<file path="src/rtl/rc5_pkg.sv">
// rc5_pkg: definitions shared by the RC5 key-loading and key-unpacking blocks:
// FSM state encodings, the key byte order and the default key geometry.
package rc5_pkg;

  // Default key geometry shared with the key-loading block.
  localparam int RC5_B = 16;  // key length in bytes
  localparam int RC5_W = 32;  // word width in bits
  localparam int RC5_U = 4;   // bytes per word
  localparam int RC5_C = 4;   // number of L words, ceil(B/U)

  // Unpacker states.
  typedef enum logic [2:0] {
    ST_IDLE  = 3'd0,
    ST_FETCH = 3'd1,
    ST_WAIT  = 3'd2,
    ST_EMIT  = 3'd3,
    ST_SCRUB = 3'd4,
    ST_DONE  = 3'd5
  } state_e;

  // Byte order of key bytes inside an L word.
  typedef enum logic {
    BYTE_ORDER_LE = 1'b0,
    BYTE_ORDER_BE = 1'b1
  } byte_order_e;

  // Key byte i lives in byte (i mod U) of L[i/U], byte 0 being bits 7:0.
  localparam byte_order_e KEY_BYTE_ORDER = BYTE_ORDER_LE;

endpackage

</file>
<file path="src/rtl/l_unpack.sv">
// l_unpack: reads the RC5 L word array and writes the secret key back out as
// bytes K[0..B-1] into the key RAM (inverse of the key-loading step).
// Optional build macro L_UNPACK_SCRUB_EN: after the last byte of each word the
// word is overwritten with zero, so L is all zero when the readback completes.
module l_unpack
  import rc5_pkg::*;
#(
  parameter int B = RC5_B,
  parameter int W = RC5_W,
  parameter int U = RC5_U,
  parameter int C = RC5_C,
  localparam int B_length = (B > 1) ? $clog2(B) : 1,
  localparam int C_length = (C > 1) ? $clog2(C) : 1
) (
  input  logic                clk,
  input  logic                rst,
  input  logic                start,
  output logic [C_length-1:0] L_address,
  input  logic [W-1:0]        L_sub_i,
  output logic                L_we,
  output logic [W-1:0]        L_data_o,
  output logic [B_length-1:0] key_address,
  output logic [7:0]          key_sub_o,
  output logic                key_we,
  output logic                busy,
  output logic                done
);

  // Byte index must be able to hold B itself (the terminal count).
  localparam int I_W = $clog2(B + 1);
  localparam int J_W = (U > 1) ? $clog2(U) : 1;

  localparam logic [I_W-1:0]      B_CNT  = I_W'(B);
  localparam logic [I_W-1:0]      I_ONE  = I_W'(1);
  localparam logic [J_W-1:0]      J_LAST = J_W'(U - 1);
  localparam logic [J_W-1:0]      J_ONE  = J_W'(1);
  localparam logic [C_length-1:0] L_ONE  = C_length'(1);

  // Byte that goes out next from a word held in the shift register.
  function automatic logic [7:0] lead_byte(input logic [W-1:0] w);
    return (KEY_BYTE_ORDER == BYTE_ORDER_LE) ? w[7:0] : w[W-1 -: 8];
  endfunction

  // Shift register after one byte has been consumed.
  function automatic logic [W-1:0] drop_byte(input logic [W-1:0] w);
    return (KEY_BYTE_ORDER == BYTE_ORDER_LE) ? (w >> 8) : (w << 8);
  endfunction

  state_e                state_q, state_d;
  logic [I_W-1:0]        i_q, i_d;        // key byte index
  logic [J_W-1:0]        j_q, j_d;        // byte position inside the current word
  logic [W-1:0]          shift_q, shift_d;
  logic [C_length-1:0]   l_addr_d;
  logic [B_length-1:0]   key_addr_d;
  logic [7:0]            key_data_d;
  logic                  key_we_d;
  logic                  busy_d;
  logic                  done_d;
  logic                  last_byte;
  logic                  word_end;
`ifdef L_UNPACK_SCRUB_EN
  logic                  l_we_d;
`endif

  // The only data ever written back to L is zero.
  assign L_data_o = '0;

  // Next-state and next-output decode; every output is registered below.
  always_comb begin
    // NOTE: every signal gets a default before the case so no path leaves it
    // unassigned; that is what keeps this block free of inferred latches.
    state_d    = state_q;
    i_d        = i_q;
    j_d        = j_q;
    shift_d    = shift_q;
    l_addr_d   = L_address;
    key_addr_d = key_address;
    key_data_d = key_sub_o;
    key_we_d   = 1'b0;
    done_d     = 1'b0;
    last_byte  = 1'b0;
    word_end   = 1'b0;
`ifdef L_UNPACK_SCRUB_EN
    l_we_d     = 1'b0;
`endif

    unique case (state_q)
      ST_IDLE: begin
        if (start) begin
          state_d  = ST_FETCH;
          i_d      = '0;
          j_d      = '0;
          l_addr_d = '0;
        end
      end

      // Address is on the RAM; data appears during WAIT.
      ST_FETCH: state_d = ST_WAIT;

      ST_WAIT: begin
        state_d    = ST_EMIT;
        shift_d    = L_sub_i;
        key_we_d   = 1'b1;
        key_addr_d = i_q[B_length-1:0];
        key_data_d = lead_byte(L_sub_i);
      end

      ST_EMIT: begin
        i_d       = i_q + I_ONE;
        shift_d   = drop_byte(shift_q);
        last_byte = (i_d == B_CNT);
        word_end  = (j_q == J_LAST);
        j_d       = word_end ? '0 : j_q + J_ONE;
        if (!last_byte && !word_end) begin
          key_we_d   = 1'b1;
          key_addr_d = i_d[B_length-1:0];
          key_data_d = lead_byte(shift_d);
        end else begin
          // Upper bytes of a partial last word are simply dropped.
          j_d = '0;
`ifdef L_UNPACK_SCRUB_EN
          state_d = ST_SCRUB;
          l_we_d  = 1'b1;
`else
          if (last_byte) begin
            state_d = ST_DONE;
            done_d  = 1'b1;
          end else begin
            state_d  = ST_FETCH;
            l_addr_d = L_address + L_ONE;
          end
`endif
        end
      end

`ifdef L_UNPACK_SCRUB_EN
      // Word just emitted is being zeroed at the held address.
      ST_SCRUB: begin
        if (i_q == B_CNT) begin
          state_d = ST_DONE;
          done_d  = 1'b1;
        end else begin
          state_d  = ST_FETCH;
          l_addr_d = L_address + L_ONE;
        end
      end
`endif

      ST_DONE: state_d = ST_IDLE;

      default: state_d = ST_IDLE;
    endcase

    busy_d = (state_d != ST_IDLE);
  end

  // State and registered outputs, synchronous active-high reset.
  always_ff @(posedge clk) begin
    // NOTE: non-blocking assignments here so every register samples the
    // pre-edge values computed above, independent of statement order.
    if (rst) begin
      state_q     <= ST_IDLE;
      i_q         <= '0;
      j_q         <= '0;
      shift_q     <= '0;
      L_address   <= '0;
      key_address <= '0;
      key_sub_o   <= '0;
      key_we      <= 1'b0;
      busy        <= 1'b0;
      done        <= 1'b0;
    end else begin
      state_q     <= state_d;
      i_q         <= i_d;
      j_q         <= j_d;
      shift_q     <= shift_d;
      L_address   <= l_addr_d;
      key_address <= key_addr_d;
      key_sub_o   <= key_data_d;
      key_we      <= key_we_d;
      busy        <= busy_d;
      done        <= done_d;
    end
  end

`ifdef L_UNPACK_SCRUB_EN
  // L write strobe for the scrub cycle.
  always_ff @(posedge clk) begin
    if (rst) L_we <= 1'b0;
    else     L_we <= l_we_d;
  end
`else
  assign L_we = 1'b0;
`endif

endmodule

</file>
<file path="config.mk">
export PLATFORM = sky130hd
export DESIGN_NAME = l_unpack
export DESIGN_NICKNAME = d
export VERILOG_FILES = /design/src/rtl/rc5_pkg.sv /design/src/rtl/l_unpack.sv
export SDC_FILE = /design/constraint.sdc
export NUM_CORES = 1
export LEC_CHECK = 0
export BUFFER_PORTS_ARGS = -buffer_cell sky130_fd_sc_hd__buf_2
export CAP_MARGIN = 20
export CORE_ASPECT_RATIO = 0.9
export CORE_MARGIN = 1.5
export CORE_UTILIZATION = 40
export DETAILED_ROUTE_END_ITERATION = 16
export PLACE_DENSITY = 0.67
export SETUP_SLACK_MARGIN = 0.4
export SLEW_MARGIN = 0
export SYNTH_ARGS = -nofsm -noshare
export SYNTH_HDL_FRONTEND = slang
export SYNTH_SLANG_ARGS = --single-unit
</file>
<file path="constraint.sdc">
create_clock -name clk -period 2.5 [get_ports clk]
set_clock_uncertainty 0.15 [all_clocks]
set_input_delay 0.5 -clock clk [delete_from_list [all_inputs] [get_ports clk]]
set_output_delay 0.5 -clock clk [all_outputs]
set_load 0.005 [all_outputs]
</file>
-- Word level (Yosys, flattened, before mapping)
Index checks and enable logic that the tools add are counted.
- output and inout bits: 50
- register bits after elaboration: 59
- reduce and logical (&&, ||, !) cells: 11
- multiplexer cells: 21
- bitwise logic cells: 1
- add/sub/neg operators: 3
- equal/unequal tests: 9
- operators with widths (cell ; count):
    $pmux 32 s2 ; 1
    $pmux 8 s2 ; 1
    $pmux 3 s4 ; 1
    $mux 2 ; 5
    $pmux 5 s2 ; 1
    $mux 3 ; 3
    $mux 8 ; 1
    $ne 2x2->1 const B ; 4
    $pmux 2 s2 ; 2
    $pmux 4 s2 ; 1
    $eq 3x2->1 const B ; 2
    $add 5x1->5 const B ; 1
    $eq 5x5->1 const B ; 1
    $mux 5 ; 1
    $add 2x1->2 const B ; 2
    $mux 4 ; 1
    $reduce_and 2->1 ; 2
    $reduce_and 4->1 ; 1
    $reduce_bool 2->1 ; 2
    $eq 3x1->1 const B ; 1
    $logic_not 3->1 ; 1
    $reduce_bool 3->1 ; 1
    $reduce_or 3->1 ; 1
    $eq 2x2->1 const B ; 1
    5 further kinds ; 7

-- Depth between registers and ports, before layout
- depth in word-level cells: 7
- depth in mapped cells: 8
- gate-level depth less buffers: 6

-- Least setup slack after synthesis
No wires, ideal clock.
- path kind: input port to flip-flop
- start: input port start
- end: register L_address[1]
- data arrival time: 1979 ps
- path slack: 301 ps
- cell stages on the path: 5
- cell sequence: or3b_4 > and3_1 > a221o_1 > or4b_1 > a21oi_1
- longest elaborated chain between the ends: 2
- ends and longest elaborated chain (element ; line ; source):
    start: declaration ; l_unpack.sv:17 ; input logic start,
    $ne 2x2->1 (no line) ; -- ;
    $reduce_and 4->1 (no line) ; -- ;
    end signal: assignment ; l_unpack.sv:177 ; L_address <= l_addr_d;
    end: declaration ; l_unpack.sv:18 ; output logic [C_length-1:0] L_address,
Every way passes these cells.
A chain may end at the register's enable or synchronous reset.

-- Worst setup path after layout
- start: register state_q[0]
- end: register L_address[1]
- longest elaborated chain between the ends: 3
- elaborated cells between the ends (all ways): 8
- ends and longest elaborated chain (element ; line ; source):
    start: declaration ; l_unpack.sv:49 ; state_e state_q, state_d;
    start signal: assignment ; l_unpack.sv:173 ; state_q <= state_d;
    $eq 3x2->1 / $logic_not 3->1 (equally long branches) ; l_unpack.sv:87 ; unique case (state_q)
    $ne 2x2->1 (no line) / $reduce_bool 2->1 (equally long branches) ; -- ;
    $reduce_and 4->1 (no line) ; -- ;
Several ways; a longest one is shown, not always the timed one.

==> run summary <==
Measured on the finished design, the core utilization comes to 0.487. The largest total area in the synthesized netlist belongs to sky130_fd_sc_hd__dfxtp_1. The switching portion of total power came out at 0.246. The sequential cell area fraction in the yosys report is 0.421. Summed over all layers, the global routing overflow is 0. Ranked by total cell area, the synthesized netlist is headed by sky130_fd_sc_hd__dfxtp_1 42%, sky130_fd_sc_hd__buf_4 10%, sky130_fd_sc_hd__mux2i_1 7.0%, sky130_fd_sc_hd__nor2_1 6.5%, sky130_fd_sc_hd__a211oi_1 5.6%. For this configuration, the core starts out at a cell density of 0.421. The number of slew-limit violations in the final report is 0. The startpoint identified for the worst register-to-register timing path is state_q[0]. The reg2reg setup slack is 0.43 ns.

The synthesis-to-layout area growth is 15.7%. The library cells used most frequently in the layout, excluding fill and tap cells, are 51 x sky130_fd_sc_hd__buf_2, 49 x sky130_fd_sc_hd__dfxtp_1, 42 x sky130_fd_sc_hd__nor2_1, 33 x sky130_fd_sc_hd__conb_1, 30 x sky130_fd_sc_hd__nand2_1. The die is 85.1 um wide. The detail-routed via count per cell is 4.86.

The gate count after technology mapping came out at 287. The power density relative to cell area is 653 nW/um2. The post-placement cell count is 393. The average detailed-routed wire length per instance came out at 12.3 um. The number of distinct library cell variants in the gate-level netlist after synthesis is 36. The number of hold buffers added after cts is 0.

The quantity of I/O buffers inserted on ports is 51. Of the post-synthesis cell area, the dominant cell type holds 0.421. The total wirelength of the detailed-routed design is 5000 um.

The number of buffers on the longest clock path came out at 2. The total negative slack is 0 ns. For this design, the sink count on the clock tree is 51. Counting instances, the worst hold path has a depth of 3.

By startpoint and endpoint, the worst setup path is classified as flop to flop. Yosys mapped a number of flops with a built-in enable equal to 0. By area, the combinational part of the netlist is dominated by simple AND/OR/NAND/NOR gates. The headroom to the max-slew limit is 0.635. The worst setup path is captured at a flop. The portion of synthesized area spent on multiplexers is 0.0702. The time the final worst path needs with I/O delays and setup came out at 2.07 ns. The portion of total power attributed to the clock network is 0.368. Entering global routing, the biggest net connects 41 pins. The antenna violation net count after detailed routing came out at 0. The run finished, with violations left. Across the VDD grid, the largest voltage drop is 402 uV. The hold violation count in the final report is 0.

The total CTS buffers is 5. The area of the core region came out at 5760 um2. Of the total synthesized cell area, the portion taken by AND, OR, NAND and NOR gates is 0.183. The synthesized design contains 51 register bits. The fraction of the mapped netlist area in compound gates came out at 0.166.

On the worst path, the slowest cell contributes a delay of 0.49 ns. In this run the worst hold path is classified as primary input to flop. The final reports fail on design-rule violations. The arithmetic-cell share of the synthesized area counting full adders, half adders and majority gates is 0.0155. The area taken by multi-input logic gates came out at 1190 um2. Of all flip-flops after synthesis, the portion carrying an async set or reset was 0. Timing would allow up to 0.482 GHz. The sequential cell fraction of total power is 0.487. At the end of routability-driven placement, the weighted congestion stood at 0.799. Registers take 1030 um2. For this block, the initial DRC count from the detailed router was 76. The average instance area after synthesis came out at 8.45 um2. TritonCTS built the clock tree.

The total power of the final layout came out at 1830 uW. The library cell used most frequently in the layout, excluding fill and tap cells, is sky130_fd_sc_hd__buf_2. The maximum fanout along the worst path is 4. STA puts the critical path data required time at 2.59 ns.

The most used flip-flop cell after synthesis is sky130_fd_sc_hd__dfxtp_1. The max-cap violation count came out at 0. Counting cells, the worst reg-to-reg path comes to 5. The largest individual stage delay along the critical path comes from the cell sky130_fd_sc_hd__or4b_1. The number of warnings reported in the yosys synthesis log is 0. The share of total power dissipated in combinational logic is 0.146. The critical path starts at state_q[0]. For this run, the total global-route usage over all layers was measured as 0.155.

Setup repair after global routing could not meet its margin everywhere. The final-report setup violation count came out at 0. The number of H-tree levels is 2. Walking the worst path, the cells encountered are or3b_4 > and3_4 > a221o_1 > or4b_1 > a21oi_2.

The clock insertion delay at the later pin of the skew report is 0.31 ns. The floorplan die area came out at 6540 um2. The count of inserted antenna diode cells came out at 0. The tree is rooted in a sky130_fd_sc_hd__clkbuf_8. The sum of buffers and inverters on the critical path is 0. The boundary pin count is 85. The routed via count is 1,977. In the finished design, the share of the clock period the worst path needs comes to 0.830.

The height of the die came out at 76.9 um. For this run, design rule violations remaining after detail routing come to 9. The wire length of the first global-routing pass came out at 8220 um.

The initial antenna violation count came out at 0. The post-DP HPWL is 3460 um. The leakage power summed over all cells came out at 0.00119 uW. The critical hold path startpoint is L_sub_i[0]. The count of filler cells inserted in the layout is 602. The number of detailed-route iterations in the first pass came out at 10. The capturing point of the worst reg2reg path is L_address[1]. The critical path's top delay family is simple AND/OR/NAND/NOR gates. The share of post-route cells with drive strength above 1 is 0.234.

The count of non-filler cells in the finished layout came out at 407. The area of the mapped netlist came out at 2420 um2. The number of global-route vias before repair came out at 1,698. The standard-cell row count came out at 26.

The number of nets in the final layout came out at 374. The data arrival time of the worst path came out at 2.17 ns. The analysis attributes to net switching a power of 451 uW. The internal power of the cells totals 1380 uW. The slew at the pin closest to its max-slew limit is 0.548 ns. The synthesized-area fraction occupied by xor and xnor cells is 0. The kind of start point of the critical path is a flop. The capture endpoint of the worst hold path is key_sub_o[0]. After clock tree synthesis, the clock-pin slew on the worst setup and hold paths is 0.09 ns.
[logic make-up (layout without fill, tap and decap cells)]
group,after synthesis,in the layout
compound gates,57,57
fa+ha+maj,3,3
buf+inv,57,75
flops,51,51
mux,17,17
other cells,1,33
simple gates,101,101
[per-layer routing]
| layer | track usage | vias up | share of wire |
|---|---|---|---|
| met2 | 0.213 | 69 | 0.41 |
| met5 | 0 | - | 0 |
| met1 | 0.234 | 863 | 0.52 |
| met4 | 0.0541 | 0 | 0.011 |
| met3 | 0.0366 | 4 | 0.064 |
| li1 | - | 1041 | - |
[metrics by stage]
step	area (um2)	setup WS (ns)	hold slack (ns)
after detailed placement	2610	0.169	0.293
after global routing	2810	0.376	0.292
final	2810	0.426	0.305
after floorplan	2550	0.343	0.282
after global placement	2610	0.203	0.288
after CTS	2760	0.430	0.300
[area by class of cell]
| cell class | count | share of cell area |
|---|---|---|
| clock inverter | 2 | 0.0214 |
| clock buffer | 6 | 0.0259 |
| sequential | 51 | 0.366 |
| inverter | 3 | 0.00535 |
| tap | 70 | 0.0312 |
| timing repair buffer | 64 | 0.127 |
| multi-input combinational | 211 | 0.424 |
[power groups by stage]
stage	registers, uW	clock network (uW)	logic (uW)
finish	892	674	267
global route	899	726	303
CTS	892	686	260
detailed placement	913	0	255
global placement	911	0	251
floorplan	910	0	213
[worst min-delay path: cells and delay by family]
kind	cells	cell delay, ns
simple gates	1	0.05
buf+inv	1	0.10
compound gates	1	0.08
[flip-flops by register name (all words and copies together), names as in the netlist]
name,flops
key_we,1
key_address,4
state_q,3
i_q,5
j_q,2
L_address,2
done,1
busy,1
key_sub_o,8
shift_q,24
[cells in the mapped netlist, drive strengths merged, types with 2 or more instances]
library cell and n:
a21oi 15, ha 3, and3 2, nand3 11, nand2 30, a311oi 11
a211oi 18, nor2b 2, dfxtp 51, mux2i 17, o21ai 5, nor2 42
a22oi 2, nor3 5, nand2b 2, inv 2, buf 39, clkbuf 15
[how the worst max path moves through the flow]
stage	to	slack (ns)	depth (start not counted)
after floorplan	L_address[1]	0.34	5
after detailed placement	L_address[1]	0.17	6
after global routing	L_address[1]	0.38	5
after CTS	L_address[1]	0.43	5
after global placement	L_address[1]	0.20	6
final	L_address[1]	0.43	5
[what timing repair did]
item / 4_1_cts / 5_1_grt
resized for setup: 2 / 5
setup endpoints to repair: 1 / 13
hold endpoints to repair: 0 / 0
setup buffers: 1 / 5
Note: power is estimated with default switching activity, not from simulation.
